==> src/rtl/pipe_hazard_unit.sv <==
`default_nettype none
// ============================================================================
// Module   : pipe_hazard_unit
// Purpose  : Data-hazard detection and forwarding-select generation for an
//            in-order pipeline. A shift-register scoreboard tracks producers
//            in the post-decode stages (stage 1 = EX ... stage DEPTH = WB) and
//            is compared against the sources of the instruction in decode.
//            Stall, forwarding selects and pipeline enables are combinational
//            from the scoreboard and the decode inputs.
//
// Parameters
//   XLEN      datapath width (sizes no port; range-checked only)
//   RAW       register address width
//   DEPTH     number of tracked post-decode stages, 2..8
//   LOAD_LAT  a load is forwardable from stage LOAD_LAT+1 on, 1..DEPTH-1
//
// Configuration macro
//   PIPE_HAZARD_FWD_EN  defined : forwarding enabled, stall only on
//                                 load-use hazards that forwarding cannot fix
//                       absent  : no forwarding, fwd_sel tied to 0, stall on
//                                 any producer in stages 1..DEPTH-1
//
// Ports
//   clk, rst_n              clock (rising edge), async active-low reset
//   i_id_valid              decode stage holds a real instruction
//   i_id_rs/_rt             source register addresses
//   i_id_uses_rs/_rt        instruction actually reads rs/rt
//   i_id_regwrite/_is_load  instruction writes a register / is a load
//   i_id_dest               destination register address
//   i_ex_branch_taken       branch resolved taken this cycle
//   o_fwd_sel_rs/_rt        0 = register file, k = forward from stage k
//   o_stall                 hold PC and IF/ID, bubble into stage 1
//   o_pc_write_en           PC update enable
//   o_if_id_write_en        IF/ID register enable
//   o_if_id_flush           IF/ID flush on taken branch
//   o_stall_cnt/_flush_cnt  saturating 16-bit event counters
//
// Revision : 1.0  initial release
// ============================================================================
module pipe_hazard_unit #(
    parameter int XLEN     = 32,
    parameter int RAW      = 5,
    parameter int DEPTH    = 3,
    parameter int LOAD_LAT = 1
) (
    input  logic                         clk,
    input  logic                         rst_n,
    input  logic                         i_id_valid,
    input  logic [RAW-1:0]               i_id_rs,
    input  logic [RAW-1:0]               i_id_rt,
    input  logic                         i_id_uses_rs,
    input  logic                         i_id_uses_rt,
    input  logic                         i_id_regwrite,
    input  logic                         i_id_is_load,
    input  logic [RAW-1:0]               i_id_dest,
    input  logic                         i_ex_branch_taken,
    output logic [$clog2(DEPTH+1)-1:0]   o_fwd_sel_rs,
    output logic [$clog2(DEPTH+1)-1:0]   o_fwd_sel_rt,
    output logic                         o_stall,
    output logic                         o_pc_write_en,
    output logic                         o_if_id_write_en,
    output logic                         o_if_id_flush,
    output logic [15:0]                  o_stall_cnt,
    output logic [15:0]                  o_flush_cnt
);

    localparam int         SELW     = $clog2(DEPTH + 1);
    localparam logic [15:0] c_CNT_MAX = 16'hFFFF;

    // ------------------------------------------------------------------------
    // Elaboration-time parameter range checks
    // ------------------------------------------------------------------------
    if (XLEN < 1) begin : g_bad_xlen
        $error("pipe_hazard_unit: XLEN must be at least 1");
    end
    if ((DEPTH < 2) || (DEPTH > 8)) begin : g_bad_depth
        $error("pipe_hazard_unit: DEPTH must be in 2..8");
    end
    if ((LOAD_LAT < 1) || (LOAD_LAT > DEPTH - 1)) begin : g_bad_load_lat
        $error("pipe_hazard_unit: LOAD_LAT must be in 1..DEPTH-1");
    end

    // ------------------------------------------------------------------------
    // Scoreboard: one entry per post-decode stage, index 1 = youngest
    // ------------------------------------------------------------------------
    logic [DEPTH:1]  r_vld;
    logic [DEPTH:1]  r_wr;
    logic [DEPTH:1]  r_ld;
    logic [RAW-1:0]  r_dst [1:DEPTH];

    logic [15:0]     r_stall_cnt;
    logic [15:0]     r_flush_cnt;

    logic [DEPTH:1]  w_hit_rs;
    logic [DEPTH:1]  w_hit_rt;
    logic            w_need_stall;
    logic            w_stall;
    logic            w_issue;
    logic [SELW-1:0] w_sel_rs;
    logic [SELW-1:0] w_sel_rt;

    // Per-stage producer match for each source. Register 0 is hard-wired and
    // never a dependency, and an unused source field is ignored.
    always_comb begin
        w_hit_rs = '0;
        w_hit_rt = '0;
        for (int k = 1; k <= DEPTH; k++) begin
            w_hit_rs[k] = r_vld[k] && r_wr[k] && (r_dst[k] == i_id_rs) &&
                          (i_id_rs != '0) && i_id_uses_rs;
            w_hit_rt[k] = r_vld[k] && r_wr[k] && (r_dst[k] == i_id_rt) &&
                          (i_id_rt != '0) && i_id_uses_rt;
        end
    end

`ifdef PIPE_HAZARD_FWD_EN
    logic            w_yng_rs_ld;
    logic            w_yng_rt_ld;

    // Walk from oldest to youngest so the lowest matching stage overwrites
    // any older one: the youngest producer holds the architecturally newest
    // value. A load that is still too young to have its data cannot be
    // forwarded and turns into a stall.
    always_comb begin
        w_sel_rs    = '0;
        w_sel_rt    = '0;
        w_yng_rs_ld = 1'b0;
        w_yng_rt_ld = 1'b0;
        for (int k = DEPTH; k >= 1; k--) begin
            if (w_hit_rs[k]) begin
                w_sel_rs    = SELW'(k);
                w_yng_rs_ld = r_ld[k] && (k <= LOAD_LAT);
            end
            if (w_hit_rt[k]) begin
                w_sel_rt    = SELW'(k);
                w_yng_rt_ld = r_ld[k] && (k <= LOAD_LAT);
            end
        end
    end

    assign w_need_stall = i_id_valid && (w_yng_rs_ld || w_yng_rt_ld);
`else
    // Without forwarding every in-flight producer blocks the consumer until
    // it reaches the last stage, where the register file writes before it is
    // read in the same cycle.
    logic w_unused_nofwd;

    assign w_sel_rs     = '0;
    assign w_sel_rt     = '0;
    assign w_need_stall = i_id_valid &&
                          ((|w_hit_rs[DEPTH-1:1]) || (|w_hit_rt[DEPTH-1:1]));
    assign w_unused_nofwd = ^{r_ld, w_hit_rs[DEPTH], w_hit_rt[DEPTH]};
`endif

    // A taken branch discards the decode instruction, so any stall it would
    // have caused is moot.
    assign w_stall = w_need_stall && !i_ex_branch_taken;
    assign w_issue = i_id_valid && !w_stall && !i_ex_branch_taken;

    assign o_stall          = w_stall;
    assign o_pc_write_en    = !w_stall;
    assign o_if_id_write_en = !w_stall;
    // Flush is suppressed while reset is held so the pipeline sees a clean
    // idle state regardless of what the branch unit drives.
    assign o_if_id_flush    = i_ex_branch_taken && rst_n;
    assign o_fwd_sel_rs     = w_stall ? '0 : w_sel_rs;
    assign o_fwd_sel_rt     = w_stall ? '0 : w_sel_rt;
    assign o_stall_cnt      = r_stall_cnt;
    assign o_flush_cnt      = r_flush_cnt;

    // ------------------------------------------------------------------------
    // Scoreboard shift: new decode fields or a bubble enter stage 1, every
    // other entry advances one stage, the last entry retires.
    // ------------------------------------------------------------------------
    always_ff @(posedge clk or negedge rst_n) begin
        if (!rst_n) begin
            r_vld <= '0;
            r_wr  <= '0;
            r_ld  <= '0;
            for (int k = 1; k <= DEPTH; k++) begin
                r_dst[k] <= '0;
            end
        end else begin
            r_vld[1] <= w_issue;
            r_wr[1]  <= w_issue && i_id_regwrite;
            r_ld[1]  <= w_issue && i_id_is_load;
            r_dst[1] <= w_issue ? i_id_dest : '0;
            for (int k = 2; k <= DEPTH; k++) begin
                r_vld[k] <= r_vld[k-1];
                r_wr[k]  <= r_wr[k-1];
                r_ld[k]  <= r_ld[k-1];
                r_dst[k] <= r_dst[k-1];
            end
        end
    end

    // ------------------------------------------------------------------------
    // Saturating performance counters
    // ------------------------------------------------------------------------
    always_ff @(posedge clk or negedge rst_n) begin
        if (!rst_n) begin
            r_stall_cnt <= '0;
            r_flush_cnt <= '0;
        end else begin
            if (w_stall && (r_stall_cnt != c_CNT_MAX)) begin
                r_stall_cnt <= r_stall_cnt + 16'd1;
            end
            if (o_if_id_flush && (r_flush_cnt != c_CNT_MAX)) begin
                r_flush_cnt <= r_flush_cnt + 16'd1;
            end
        end
    end

endmodule
`default_nettype wire

==> config.mk <==
export PLATFORM = sky130hd
export DESIGN_NAME = pipe_hazard_unit
export DESIGN_NICKNAME = d
export VERILOG_FILES = /design/src/rtl/pipe_hazard_unit.sv
export SDC_FILE = /design/constraint.sdc
export NUM_CORES = 1
export LEC_CHECK = 0
export CAP_MARGIN = 10
export CELL_PAD_IN_SITES_DETAIL_PLACEMENT = 0
export CELL_PAD_IN_SITES_GLOBAL_PLACEMENT = 1
export CORE_ASPECT_RATIO = 1.75
export CORE_MARGIN = 8
export CORE_UTILIZATION = 33
export CTS_CLUSTER_DIAMETER = 200
export CTS_CLUSTER_SIZE = 40
export DETAILED_ROUTE_END_ITERATION = 7
export GPL_TIMING_DRIVEN = 0
export PLACE_DENSITY_LB_ADDON = 0.1
export SLEW_MARGIN = 25
export SYNTH_ARGS = -nofsm -noshare
export SYNTH_HDL_FRONTEND = slang
export SYNTH_SLANG_ARGS = --single-unit
==> constraint.sdc <==
create_clock -name clk -period 1.9 [get_ports clk]
set_input_delay 0.19 -clock clk [delete_from_list [all_inputs] [get_ports clk]]
set_output_delay 0.19 -clock clk [all_outputs]
set_load 0.03 [all_outputs]
Yosys cells after proc, flatten, opt, wreduce, memory -nomap -nowiden

Index checks and enable logic that the tools add are counted.

Flip-flop bits (word level): 46
Bits of input ports: 23
Output and inout bits: 40
Word-level logic and storage cells: 44

Add/subtract/negate cells: 2
Equal/unequal tests: 6
Muxes and demuxes: 1
Reduce and logical (&&, ||, !) cells: 29

Operators by type and width:

| kind                                          | count |
|---|---|
| adder 16 x 1 -> 16 bit, second input constant | 2 |
| inequality test 16 bit, second input constant | 2 |
| logical AND 1 bit                             | 22 |
| equality test 5 bit                           | 4 |
| nonzero test 5 bit                            | 2 |
| 2-to-1 mux 5 bit                              | 1 |
| OR reduction 2 bit                            | 2 |
| zero test 1 bit                               | 2 |
| logical OR 1 bit                              | 1 |

Depth between registers and ports, before layout

Gate-level depths: netlist of run 1.

Word-level depth: 12
Gate-level depth with buffers: 7

Least setup slack after synthesis of run 1

OpenSTA, ideal clock, no wires.

Path kind: reg2out
From: reg r_dst[14] (netlist bit)
To: out o_stall
Data arrival time: 1.856 ns
Path slack: -0.146 ns
Stages on the path, launching flop included: 8
Buffers on the path: 1
Cells stage by stage: dfrtp_1 > xor2_1 > nor4_1 > a22oi_1 > o22ai_4 > buf_6 > nand2_1 > inv_1

Cells in the longest elaborated chain, start to end: 8

RTL lines:

| item                                                      | line     | source |
|---|---|---|
| start, declared                                           | 89       | `logic [RAW-1:0] r_dst [1:DEPTH];` |
| start signal, assigned by index                           | 191      | `r_dst[k] <= r_dst[k-1];` |
| equality test 5 bit, on equally long branches             | 108, 110 |  |
| logical AND 1 bit, on equally long branches (2 in series) | 108, 110 |  |
| logical AND 1 bit, on equally long branches               | 109, 111 |  |
| OR reduction 2 bit                                        | 150      | `((\|w_hit_rs[DEPTH-1:1]) \|\| (\|w_hit_rt[DEPTH-1:1]));` |
| logical OR 1 bit (*)                                      | 150      |  |
| logical AND 1 bit (*)                                     | 149      | `assign w_need_stall = i_id_valid &&` |
| logical AND 1 bit (*)                                     | 156      | `assign w_stall = w_need_stall && !i_ex_branch_taken;` |
| end, declared                                             | 59       | `output logic o_stall,` |

Every way passes the cells marked *; elsewhere a longest branch is shown, timed or not.

Final worst setup path of run 1

From: reg r_dst[10] (netlist bit)
To: out o_pc_write_en

Cells in the longest elaborated chain, start to end: 9

RTL lines:

| item                                                      | line     | source |
|---|---|---|
| equality test 5 bit, on equally long branches             | 108, 110 |  |
| logical AND 1 bit, on equally long branches (2 in series) | 108, 110 |  |
| logical AND 1 bit, on equally long branches               | 109, 111 |  |
| OR reduction 2 bit                                        | 150      |  |
| logical OR 1 bit (*)                                      | 150      |  |
| logical AND 1 bit (*)                                     | 149      |  |
| logical AND 1 bit (*)                                     | 156      |  |
| zero test 1 bit (*)                                       | 160      | `assign o_pc_write_en = !w_stall;` |
| end, declared                                             | 60       | `output logic o_pc_write_en,` |

Marked as above.

==> flow_summary.yaml, run 1 <==
clocking:
  clk_path_buf_depth: 2
  cts_tree: "yes"
  ctsHtreeMaxLevel: 2
  clk_pin_slew_ns: 0.06
  clk_latency_ns: 0.28
  cts_sinks: 46
  cts-root-buf: "clkbuf_16"
  numCtsBuffers: 5
floorplan:
  fp.dieH_microns: 126
  row_count: 40
  fp.coreArea_sq_um: 6760
  die_w_microns: 78.6
  start_util_pct: 33.5
  dieArea_sq_um: 9870
  ioPinCount: 63
run:
  drv_cap: 0
cells_and_area:
  multi_input_area_sq_um: 1200
  antenna_cells: 0
  n_fill_cell: 651
  syn_to_final_growth_pct: 53.5
  final-instance-count-excl-fill: 366
  final_common_cell: "clkdlybuf4s50_1"
  final_layout_size_suffix_gt1_share_pct: 26.2
  area.sequential_sq_um: 1160
  final_net_count: 306
  final_cell_mix: "clkdlybuf4s50_1 (45), dfrtp_1 (40), xor2_1 (25), xnor2_1 (23), buf_4 (14)"
synth:
  syn_area_per_cell_sq_um: 11.5
  synth_cell_types: 34
  yosys_warnings: 0
  syn_area_sq_um: 2260
  synth-seq-cells: 46
  ys_seq_area_share_pct: 50.8
  synthCells: 197
outcome:
  status: "finished with violations"
  failed_checks: "setup timing"
power_and_ir_drop:
  swShare_pct: 26.2
  comb_power_share_pct: 19.6
  p_leak_nw: 1.59
  power_density_nw_per_um2: 826
  seqPwrFrac_pct: 40.7
  clockPowerShare_pct: 39.7
  peakVddDrop_mv: 0.442
  switchingPower_mw: 0.753
  p_int_mw: 2.12
critical_path:
  endpoint_kind: "output port"
  path_class: "register to output port"
  r2r_slack_ns: -0.19
  cp_max_fo: 3
  r2r_cells: 10
  r2r_start: "r_dst[10]"
  r2r_end: "o_stall_cnt[11]"
  cp_data_required_time_ns: 1.71
  critPathArrivalTime_ns: 1.98
  worstSetupStartpointType: "register"
place:
  portBuffers: 57
  place_ws_ns: -1.07
  hpwl_microns: 4180
  place_inst: 341
  gp_congestion: 0.784
detailed_routing:
  drc_errors: 0
  num_vias: 1722
  wire_per_inst_microns: 15.8
  drt-total-wl_microns: 5790
  drtPass1Iterations: 4
  ant_nets: 0
  drtIter0Drc: 34
  post_drt_via_cell_ratio: 4.70
sta:
  fmax_ghz: 0.460
  fin_crit_sh_pct: 114
  hold_ws_ns: 0.371
  hold_viol: 0
  rsz0062_at_grt: "true"
  setup_viol: 26
  finalSetupTns_ns: -3.47
  fin_worst_skew_ns: 0.00504
  setup_ws_ns: -0.274
  post-route-min-period_ns: 2.17
  slew_violations: 0
grt:
  grt_pass1_wl_microns: 9930
  overflow: 0
  track_usage_pct: 12.4
  grt_max_degree: 47
  grt_pass1_vias: 1986
  antenna_found_initial: 0
min_path:
  min-delay-start: "r_vld[1]"
  worstHoldPathType: "register to register"
  min_path_cells: 0
  holdPathEnd: "r_vld[2]"
-- worst max-delay path, cell delays in order, from the launching register on --
cell	delay, ns
dfrtp_1	0.40
xor2_1	0.18
nor4_2	0.33
a22oi_2	0.14
o22ai_4	0.21
buf_6	0.14
nand2_4	0.06
buf_6	0.12
buf_6	0.12
-- routing by layer --
layer / routed length, microns / global-route usage (%) / up-vias
li1: - / - / 840
met1: 2210 / 13.4 / 831
met2: 3150 / 22.2 / 44
met3: 326 / 3.59 / 7
met4: 97 / 4.39 / 0
met5: 0 / 0 / -
-- sequential cells by signal (all words and copies together) (netlist names) --
| register | cells |
|---|---|
| r_vld | 2 |
| o_stall_cnt | 16 |
| r_wr | 2 |
| r_dst | 10 |
| o_flush_cnt | 16 |
-- worst max-delay path by stage --
| stage | from | end | slack, ns |
|---|---|---|---|
| after floorplan | r_dst[14] | o_pc_write_en | -0.01 |
| after global placement | rst_n | o_flush_cnt[15] | -1.94 |
| after detailed placement | i_id_rs[4] | o_pc_write_en | -1.07 |
| after CTS | r_dst[10] | o_pc_write_en | -0.39 |
| after global routing | r_dst[10] | o_pc_write_en | -0.35 |
| final | r_dst[10] | o_pc_write_en | -0.27 |
-- stage by stage --
step,util [%],area [sq um],power [mW]
2_1_floorplan,-,2300,1.45
3_3_place_gp,44.1,2980,1.70
3_5_place_dp,44.1,2980,1.70
4_1_cts,50.6,3420,2.87
5_1_grt,51.4,3480,3.00
6_report,51.4,3480,2.87
-- timing repair --
action                                  in CTS  in global routing
setup buffers                               12                  6
endpoints found under the setup margin      27                 32
gates resized for setup                     51                 14
hold endpoints to repair                    46                  0
cloned                                       1                  0
hold buffers                                 2                  0
pin swaps                                    9                 16
-- synth_stat cells --
cell       n  area, sq um
or3b_1     1         8.76
mux2_2     1         11.3
a31oi_4    1         21.3
inv_1      4         15.0
nand4b_1   2         17.5
and2_1     7         43.8
buf_6      2         22.5
nor2b_1    1         6.26
nor3_1     4         20.0
conb_1     1         3.75
nand2b_1   1         6.26
nand4_1    6         37.5
nand3_1   14         70.1
nand4_2    1         12.5
or4_1      2         15.0
nor4_1     4         25.0
dfrtp_1   46         1150
buf_4      5         37.5
and4_1     5         43.8
xor2_1    25          219
and3_4     1         11.3
nand2_1   11         41.3
o21a_1     1         7.51
nor2_1     5         18.8
o22ai_4    1         20.0
nor4b_4    1         23.8
ha_1       2         25.0
xnor2_1   25          219
and3_1    10         62.6
nor2_2     1         6.26
o21ai_0    1         5.00
a22oi_1    2         15.0
o21ai_1    2         10.0
mux2_1     1         11.3
-- cell families after synthesis --
family	count (synthesis)	share of synthesized area (%)
flops	46	50.8
buf+inv	11	3.31
xor+xnor	50	19.3
other cells	1	0.166
mux	2	0.994
fa+ha+maj	2	1.10
compound gates	8	3.48
simple gates	77	20.8
-- power groups by stage --
stage	clock network [mW]	logic (mW)	registers [mW]
6_report	1.14	0.564	1.17
4_1_cts	1.17	0.530	1.17
2_1_floorplan	0	0.166	1.28
5_1_grt	1.21	0.610	1.18
3_3_place_gp	0	0.510	1.19
3_5_place_dp	0	0.511	1.19
-- final cells by class --
cell class | count | share of cell area, %
clock buffers | 6 | 4.00
flip-flops and latches | 46 | 33.3
plain buffers | 7 | 1.84
well taps | 84 | 3.02
multi-input cells | 143 | 34.5
repair buffers | 74 | 21.2
inverters | 4 | 0.432
clock inverters | 2 | 1.73
No activity file was read; power rests on OpenSTA's default activity.
==> run 2: changes to the inputs <==
--- a/config.mk
+++ b/config.mk
@@ -8,7 +8,6 @@
 export CAP_MARGIN = 10
 export CELL_PAD_IN_SITES_DETAIL_PLACEMENT = 0
 export CELL_PAD_IN_SITES_GLOBAL_PLACEMENT = 1
-export CORE_ASPECT_RATIO = 1.75
 export CORE_MARGIN = 8
 export CORE_UTILIZATION = 33
 export CTS_CLUSTER_DIAMETER = 200
==> run 2 against run 1 <==
The flow still finishes with violations (setup timing). Highest routed layer unchanged. Critical path type is now input pin to register. Register-to-register slack worse by 0.08 ns. Hold slack better by 0.0072 ns. Via count down 3.5%.
==> flow_summary.yaml, run 2 (synthesized netlist as in run 1, its figures left out) <==
cells_and_area:
  syn_to_final_growth_pct: 45.3
  final_cell_mix: "clkdlybuf4s50_1 (52), dfrtp_1 (40), xor2_1 (25), xnor2_1 (25)"
  antenna_cells: 0
  n_fill_cell: 617
  area.sequential_sq_um: 1160
  final_net_count: 303
  multi_input_area_sq_um: 1120
  final_common_cell: "clkdlybuf4s50_1"
  final_layout_size_suffix_gt1_share_pct: 20.8
detailed_routing:
  drt-total-wl_microns: 5380
  drtIter0Drc: 41
  wire_per_inst_microns: 15.0
  drc_errors: 0
  num_vias: 1662
  drtPass1Iterations: 4
  ant_nets: 0
  post_drt_via_cell_ratio: 4.63
floorplan:
  dieArea_sq_um: 9770
  fp.dieH_microns: 98.8
  die_w_microns: 98.8
  ioPinCount: 63
  start_util_pct: 33.7
  fp.coreArea_sq_um: 6720
  row_count: 30
critical_path:
  path_class: "input pin to register"
  worstSetupStartpointType: "input pin"
  crit_chain: "clkdlybuf4s50_1 > or4_1 > o21ai_2 > o22ai_4 > buf_4 > buf_6 > buf_6 > buf_8 > nand2_2 > mux2_1"
  cp_max_fo: 7
  slowest_delay_ns: 0.55
  cp_top_family: "buffers and inverters"
  cp_num_buf_inv: 5
  cpMostUsedCell: "buf_6"
  critPathArrivalTime_ns: 2.42
  cpMaxStageDelayCell: "or4_1"
  cp_data_required_time_ns: 2.08
  endpoint_kind: "register"
sta:
  rsz0062_at_grt: "true"
  fin_crit_sh_pct: 118
  slew_violations: 0
  fmax_ghz: 0.446
  hold_viol: 0
  setup_viol: 17
  setup_ws_ns: -0.343
  hold_ws_ns: 0.378
  fin_worst_skew_ns: 0.00818
  post-route-min-period_ns: 2.24
power_and_ir_drop:
  peakVddDrop_mv: 0.405
  p_leak_nw: 1.48
  power_density_nw_per_um2: 755
grt:
  track_usage_pct: 11.4
  grt_pass1_wl_microns: 9080
  grt_pass1_vias: 1794
  grt_max_degree: 47
  antenna_found_initial: 0
  overflow: 0
clocking:
  clk_pin_slew_ns: 0.08
  cts_tree: "yes"
  cts-root-buf: "clkbuf_8"
  numCtsBuffers: 5
  cts_sinks: 46
  clk_path_buf_depth: 2
  clk_latency_ns: 0.30
  ctsHtreeMaxLevel: 2
place:
  hpwl_microns: 3860
  place_ws_ns: -1.03
  portBuffers: 57
  gp_congestion: 0.744
run:
  drv_cap: 0
outcome:
  failed_checks: "setup timing"
  status: "finished with violations"
min_path:
  worstHoldPathType: "register to register"
run 2: cell count changes in the layout (fill, tap and decap cells not counted), moves of 2 or more:
cell             change
nor3_2               -2
clkdlybuf4s50_1      +7
xnor2_1              +2
dlygate4sd2_1        -6
nand3_2              -5
xnor2_2              -2
nand3_1              +6
buf_6                -3
nor3_1               +2
clkbuf_8             +5
clkbuf_16            -5
run 2: final timing paths:
check | slack, ns | cells past startpoint | endpoint | startpoint
setup / recovery | -0.34 | 10 | o_stall_cnt[1] | i_id_rs[2]
hold / removal | 0.38 | 0 | r_wr[2] | r_wr[1]
setup reg to reg | -0.27 | 10 | o_stall_cnt[1] | r_dst[10]
hold reg to reg | 0.38 | 0 | r_wr[2] | r_wr[1]
max in group asynchronous | 1.19 | 3 | o_flush_cnt[1] | rst_n
min in group asynchronous | 0.48 | 3 | o_stall_cnt[3] | rst_n
run 2: cell type report:
cell class	instances	area share (%)
repair buffers	71	21.7
flip-flops and latches	46	35.2
well taps	80	3.04
multi-input cells	143	34.1
inverters	4	0.456
clock inverters	1	0.913
plain buffers	7	1.94
clock buffers	7	2.62
run 2: per-layer routing:
| metal | GRT usage (%) | wire length (microns) | share of wire, % |
|---|---|---|---|
| met1 | 14.3 | 2440 | 45 |
| met2 | 18.1 | 2590 | 48 |
| met3 | 4.30 | 325 | 6.0 |
| met4 | 2.48 | 25 | 0.47 |
| met5 | 0 | 0 | 0 |
run 2: repair_timing:
action,CTS,global route
pin swaps,4,3
setup buffers,5,7
gates resized for setup,27,11
cloned,0,0
setup endpoints to repair,19,31
hold endpoints to repair,46,0
hold buffers,2,0
run 2: power by group:
group	switching, mW	internal [mW]
combinational	0.295	0.281
clock	0.327	0.429
sequential	0.0969	1.05
run 2: through the flow:
stage / cell area (sq um) / power (mW) / utilization (%) / TNS, ns / cells
final: 3290 / 2.48 / 49.0 / -3.14 / 359
after global routing: 3290 / 2.63 / 49.0 / -5.94 / 359
after CTS: 3200 / 2.48 / 47.6 / -1.38 / 352
after detailed placement: 2970 / 1.69 / 44.2 / -9.72 / 337
after global placement: 2970 / 1.69 / 44.3 / -73.77 / 337
after floorplan: 2300 / 1.45 / - / -0.0124 / 200
